**src/rtl/slave_port_burst_split.sv**
```systemverilog
// slave_port_burst_split: bit-serial bus slave port with burst beats and split on long read latency
module slave_port_burst_split #(
  parameter int ADDR_W       = 12,
  parameter int DATA_W       = 8,
  parameter int BURST_W      = 8,
  parameter int DELAY_W      = 6,
  parameter int SPLIT_THRESH = 5
) (
  input  logic               clk,
  input  logic               reset,
  input  logic [DELAY_W-1:0] slave_delay,
  input  logic               read_en,
  input  logic               write_en,
  input  logic               master_valid,
  input  logic               master_ready,
  input  logic               rx_address,
  input  logic               rx_burst,
  input  logic               rx_data,
  output logic               slave_ready,
  output logic               slave_valid,
  output logic               tx_data,
  output logic               split_en,
  output logic [ADDR_W-1:0]  mem_addr,
  output logic [DATA_W-1:0]  mem_wdata,
  output logic               mem_wr_en,
  output logic               mem_rd_en,
  input  logic [DATA_W-1:0]  mem_rdata,
  output logic               busy
);
  localparam int MW = ADDR_W > DATA_W ? ADDR_W : DATA_W;
  localparam int CW = $clog2(MW + 1);
  typedef enum logic [2:0] {IDLE, ADDR, WDATA, RWAIT, RSEND} state_t;
  state_t              state;
  logic                is_write;
  logic [ADDR_W-1:0]   addr_sh;
  logic [BURST_W-1:0]  burst_sh;
  logic [BURST_W-1:0]  beat;
  logic [DATA_W-1:0]   data_sh;
  logic [DATA_W-1:0]   tx_sh;
  logic [CW-1:0]       bit_cnt;
  logic [DELAY_W-1:0]  wait_cnt;
  assign slave_ready = (state == IDLE) || (state == ADDR) || (state == WDATA);
  assign busy        = state != IDLE;
  assign tx_data     = slave_valid & tx_sh[0];
  always_ff @(posedge clk or posedge reset)
    if (reset) begin
      state       <= IDLE;
      is_write    <= 1'b0;
      addr_sh     <= '0;
      burst_sh    <= '0;
      beat        <= '0;
      data_sh     <= '0;
      tx_sh       <= '0;
      bit_cnt     <= '0;
      wait_cnt    <= '0;
      slave_valid <= 1'b0;
      split_en    <= 1'b0;
      mem_addr    <= '0;
      mem_wdata   <= '0;
      mem_wr_en   <= 1'b0;
      mem_rd_en   <= 1'b0;
    end else begin
      mem_wr_en <= 1'b0;
      mem_rd_en <= 1'b0;
      // the address of a finished write beat advances only after its strobe cycle
      if (mem_wr_en && state == WDATA) mem_addr <= mem_addr + 1'b1;
      case (state)
        IDLE: if (master_valid && (read_en || write_en)) begin
          is_write <= write_en;
          addr_sh  <= {rx_address, addr_sh[ADDR_W-1:1]};
          burst_sh <= {rx_burst, burst_sh[BURST_W-1:1]};
          bit_cnt  <= CW'(1);
          state    <= ADDR;
        end
        ADDR: if (master_valid) begin
          addr_sh <= {rx_address, addr_sh[ADDR_W-1:1]};
          if (bit_cnt < CW'(BURST_W)) burst_sh <= {rx_burst, burst_sh[BURST_W-1:1]};
          bit_cnt <= bit_cnt + 1'b1;
          if (bit_cnt == CW'(ADDR_W - 1)) begin
            mem_addr  <= {rx_address, addr_sh[ADDR_W-1:1]};
            bit_cnt   <= '0;
            beat      <= '0;
            wait_cnt  <= (slave_delay == '0) ? DELAY_W'(1) : slave_delay;
            split_en  <= !is_write && (slave_delay >= DELAY_W'(SPLIT_THRESH));
            mem_rd_en <= !is_write;
            state     <= is_write ? WDATA : RWAIT;
          end
        end
        WDATA: if (master_valid) begin
          data_sh <= {rx_data, data_sh[DATA_W-1:1]};
          bit_cnt <= bit_cnt + 1'b1;
          if (bit_cnt == CW'(DATA_W - 1)) begin
            mem_wdata <= {rx_data, data_sh[DATA_W-1:1]};
            mem_wr_en <= 1'b1;
            bit_cnt   <= '0;
            if (beat == burst_sh) state <= IDLE;
            else beat <= beat + 1'b1;
          end
        end
        RWAIT:
          if (wait_cnt <= DELAY_W'(1)) begin
            tx_sh       <= mem_rdata;
            slave_valid <= 1'b1;
            split_en    <= 1'b0;
            bit_cnt     <= '0;
            state       <= RSEND;
          end else wait_cnt <= wait_cnt - 1'b1;
        RSEND: if (master_ready) begin
          tx_sh   <= tx_sh >> 1;
          bit_cnt <= bit_cnt + 1'b1;
          if (bit_cnt == CW'(DATA_W - 1)) begin
            slave_valid <= 1'b0;
            bit_cnt     <= '0;
            if (beat == burst_sh) state <= IDLE;
            else begin
              beat      <= beat + 1'b1;
              mem_addr  <= mem_addr + 1'b1;
              mem_rd_en <= 1'b1;
              wait_cnt  <= DELAY_W'(1);
              state     <= RWAIT;
            end
          end
        end
        default: state <= IDLE;
      endcase
    end
endmodule

```
**config.mk**
```make
export PLATFORM = sky130hd
export DESIGN_NAME = slave_port_burst_split
export DESIGN_NICKNAME = d
export VERILOG_FILES = /design/src/rtl/slave_port_burst_split.sv
export SDC_FILE = /design/constraint.sdc
export NUM_CORES = 1
export LEC_CHECK = 0
export CORE_UTILIZATION = 35
export DETAILED_ROUTE_END_ITERATION = 6
export SLEW_MARGIN = 20
export SYNTH_ARGS = -nofsm -noshare
export SYNTH_HDL_FRONTEND = slang
export SYNTH_SLANG_ARGS = --single-unit
```
**constraint.sdc**
```tcl
create_clock -name clk -period 2.65 [get_ports clk]
set_clock_uncertainty 0.05 [all_clocks]
set_input_delay 0.3975 -clock clk [delete_from_list [all_inputs] [get_ports clk]]
set_output_delay 0.3975 -clock clk [all_outputs]
set_load 0.01 [all_outputs]
```
==> results.json <==
{
  "outcome": "complete, but fails checks",
  "violations": "DRC",
  "postCtsHoldBufs": 0,
  "worstSetupPathType": "register to primary output",
  "max_cap_viol_count": 0,
  "cpPeakStageDelay_ps": 550,
  "coreArea_um2": 11500,
  "netlist_top_cells_area": "dfrtp_1 (48%), mux2_2 (8.9%), nand2_1 (4.5%)",
  "post_cts_resize_count": 0,
  "num-nets-final": 488,
  "grt_overflow_total": 0,
  "fp.dieW_um": 111,
  "cts_tree": "built",
  "multi_input_area_um2": 2050,
  "hold_viol": 0,
  "yosysWarnings": 0,
  "cts_root_buffer": "clkbuf_16",
  "synth-edff-count": 0,
  "area_growth_pct": 23.9,
  "drt_iter0_markers": 187,
  "clk_pin_slew_ps": 60,
  "grt_pass1_vias": 3280,
  "setup_viol": 0,
  "dp_hpwl_mm": 6.80,
  "tns_ps": 0,
  "ys_seq_elements": 80,
  "cts_max_level": 3,
  "ant_nets": 0,
  "crit_path_cell_trace": "buf_4, or3_1, clkdlybuf4s50_1",
  "drc": 8,
  "postSynthNetCount": 433,
  "grt_pass1_wl_mm": 16.2,
  "p_per_area_nw_per_um2": 1010,
  "synth-seq-area-share_pct": 48.0,
  "synth_area_um2": 4170,
  "pin_count": 50,
  "dpl_worst_slack_ps": 310,
  "worst_pin_slew_ps": 974,
  "fmax_ghz": 0.401,
  "setup_ws_ps": 155,
  "clock_sinks": 80,
  "synth_flop_cell": "dfrtp_1",
  "nFillCells": 1108,
  "antenna_found_initial": 0,
  "num_vias": 3272,
  "avgSynthCellArea_um2": 10.3,
  "end_kind": "primary output",
  "cp_data_arrival_time_ps": 2050,
  "rsz0062_at_grt": "no",
  "post_cts_buffers": 0,
  "grt_max_degree": 32,
  "min_path_type": "input pin to asynchronous set/reset pin",
  "crit_fanout": 15,
  "drt_wl_total_mm": 9.39,
  "vias_per_cell": 5.38,
  "globalplace.congestion": 0.834,
  "die_y_um": 111,
  "die_area_um2": 12400,
  "slew_headroom_pct": 35.1,
  "p_total_mw": 5.23,
  "yosysTopAreaCellShare_pct": 48.0,
  "clk_path_buf_depth": 2,
  "start_kind": "register",
  "layout-drive-gt1-share_pct": 16.8,
  "period_needed_ps": 2500,
  "wire_per_inst_um": 15.4,
  "grt.total_usage_pct": 16.4,
  "insertion_delay_ps": 330,
  "initial_core_util_pct": 36.2,
  "drt_first_pass_iters": 6,
  "critical_path_required_ps": 2200,
  "stdcell_area_um2": 5170,
  "ff_latch_area_um2": 2000,
  "numPortBuffers": 49,
  "power.static_leakage_nw": 2.20,
  "rows": 39,
  "finalMaxSlewViolations": 0,
  "ys_async_sr_fraction_pct": 100,
  "netlist_instances": 405,
  "cts_buffers": 9,
  "ys_types": 61,
  "place_area_um2": 4860,
  "insertedDiodeCount": 0,
  "period_share_pct": 94.2,
  "synth_top_area_cell": "dfrtp_1",
  "peakVddDrop_mv": 0.511,
  "slowest_stage": "dfrtp_1"
}
-- placed cells by master, fill, tap and decap left out, types with 3 or more instances in the layout --
cell type,synthesis,routed
mux2_2,33,33
dfrtp_1,80,80
nor3b_1,4,4
clkinv_2,0,3
mux2i_1,7,7
o31ai_1,9,9
nand4_1,3,3
nand2_1,50,50
nor2_1,18,18
or2_2,3,3
a21oi_1,23,23
a211oi_1,5,5
buf_4,2,12
a22oi_1,3,3
o21ai_1,18,18
ha_1,5,5
o21ai_0,14,14
clkdlybuf4s50_1,0,49
clkbuf_16,0,9
and2_1,6,6
nand3_1,12,12
inv_1,7,6
xnor2_1,11,11
nand2b_1,6,6
nor3_1,6,6
o211ai_1,4,4
xor2_1,4,4
a21o_1,4,4
a22o_1,6,6
or3_1,4,4
-- power breakdown --
part | leakage [nW] | internal [mW] | switching [mW]
Combinational | 1.02 | 0.971 | 0.909
Sequential | 1.02 | 1.65 | 0.448
Clock | 0.153 | 0.758 | 0.492
Total | 2.20 | 3.38 | 1.85
-- routing by layer --
| metal | vias to the layer above | track usage (%) | share of wire (%) |
|---|---|---|---|
| met5 | - | 0 | 0 |
| met4 | 0 | 4.95 | 0.86 |
| met3 | 8 | 3.99 | 3.7 |
| met2 | 68 | 27.3 | 48 |
| met1 | 1603 | 21.0 | 47 |
| li1 | 1593 | - | - |
-- sequential cells by signal (all words and copies together) (netlist names), 4 cells and up --
signal	flops
addr_sh	11
beat	8
bit_cnt	4
burst_sh	8
data_sh	7
mem_addr	12
mem_wdata	8
tx_sh	8
wait_cnt	6
-- through the flow --
| stage | utilization (%) | hold WS, ps | cells |
|---|---|---|---|
| after CTS | 44.9 | 404 | 608 |
| after global routing | 44.9 | 424 | 608 |
| final | 44.9 | 382 | 608 |
| after floorplan | - | 397 | 405 |
| after detailed placement | 42.2 | 417 | 592 |
| after global placement | 42.2 | 410 | 592 |
-- final timing paths --
check	start	to	slack, ps	depth (start not counted)
max	state[1]$_DFFE_PP0P_	busy	150	3
max in group asynchronous	reset	wait_cnt[0]$_DFFE_PP0P_	1570	3
min reg2reg	tx_sh[0]$_DFFE_PP0P_	tx_sh[0]$_DFFE_PP0P_	430	2
max reg2reg	state[2]$_DFFE_PP0P_	tx_sh[4]$_DFFE_PP0P_	320	6
min	reset	mem_addr[9]$_DFF_PP0_	380	2
min in group clk	tx_sh[0]$_DFFE_PP0P_	tx_sh[0]$_DFFE_PP0P_	430	2
-- final cells by class --
cell class                 count  area share [%]
inverter                       7           0.533
sequential                    80            38.7
multi-input combinational    300            39.7
clock buffer                  10            4.62
clock inverter                 6            1.28
timing repair buffer          62            11.6
tap                          143            3.46
-- worst max-delay path, delay by kind of cell (launching register included) --
family / cells / cell delay, ps
DFF: 1 / 550
buffers and inverters: 2 / 760
and+or+nand+nor: 1 / 400
-- cell families after synthesis --
logic type / after synthesis / share of synthesized area (%)
fa+ha+maj: 5 / 1.50
buf+inv: 25 / 2.91
compound gates: 108 / 17.5
mux: 41 / 10.9
flops: 80 / 48.0
xor+xnor: 15 / 3.15
simple gates: 131 / 16.1
-- cells in the mapped netlist, types with 6 or more instances --
master,instances
nand3_1,12
dfrtp_1,80
nand2b_1,6
o21ai_0,14
mux2i_1,7
nor3_1,6
inv_1,7
nand2_1,50
buf_2,10
o31ai_1,9
o21ai_1,18
a22o_1,6
nor2_1,18
a21oi_1,23
mux2_2,33
and2_1,6
xnor2_1,11
Power figures use the tool's default switching activity.
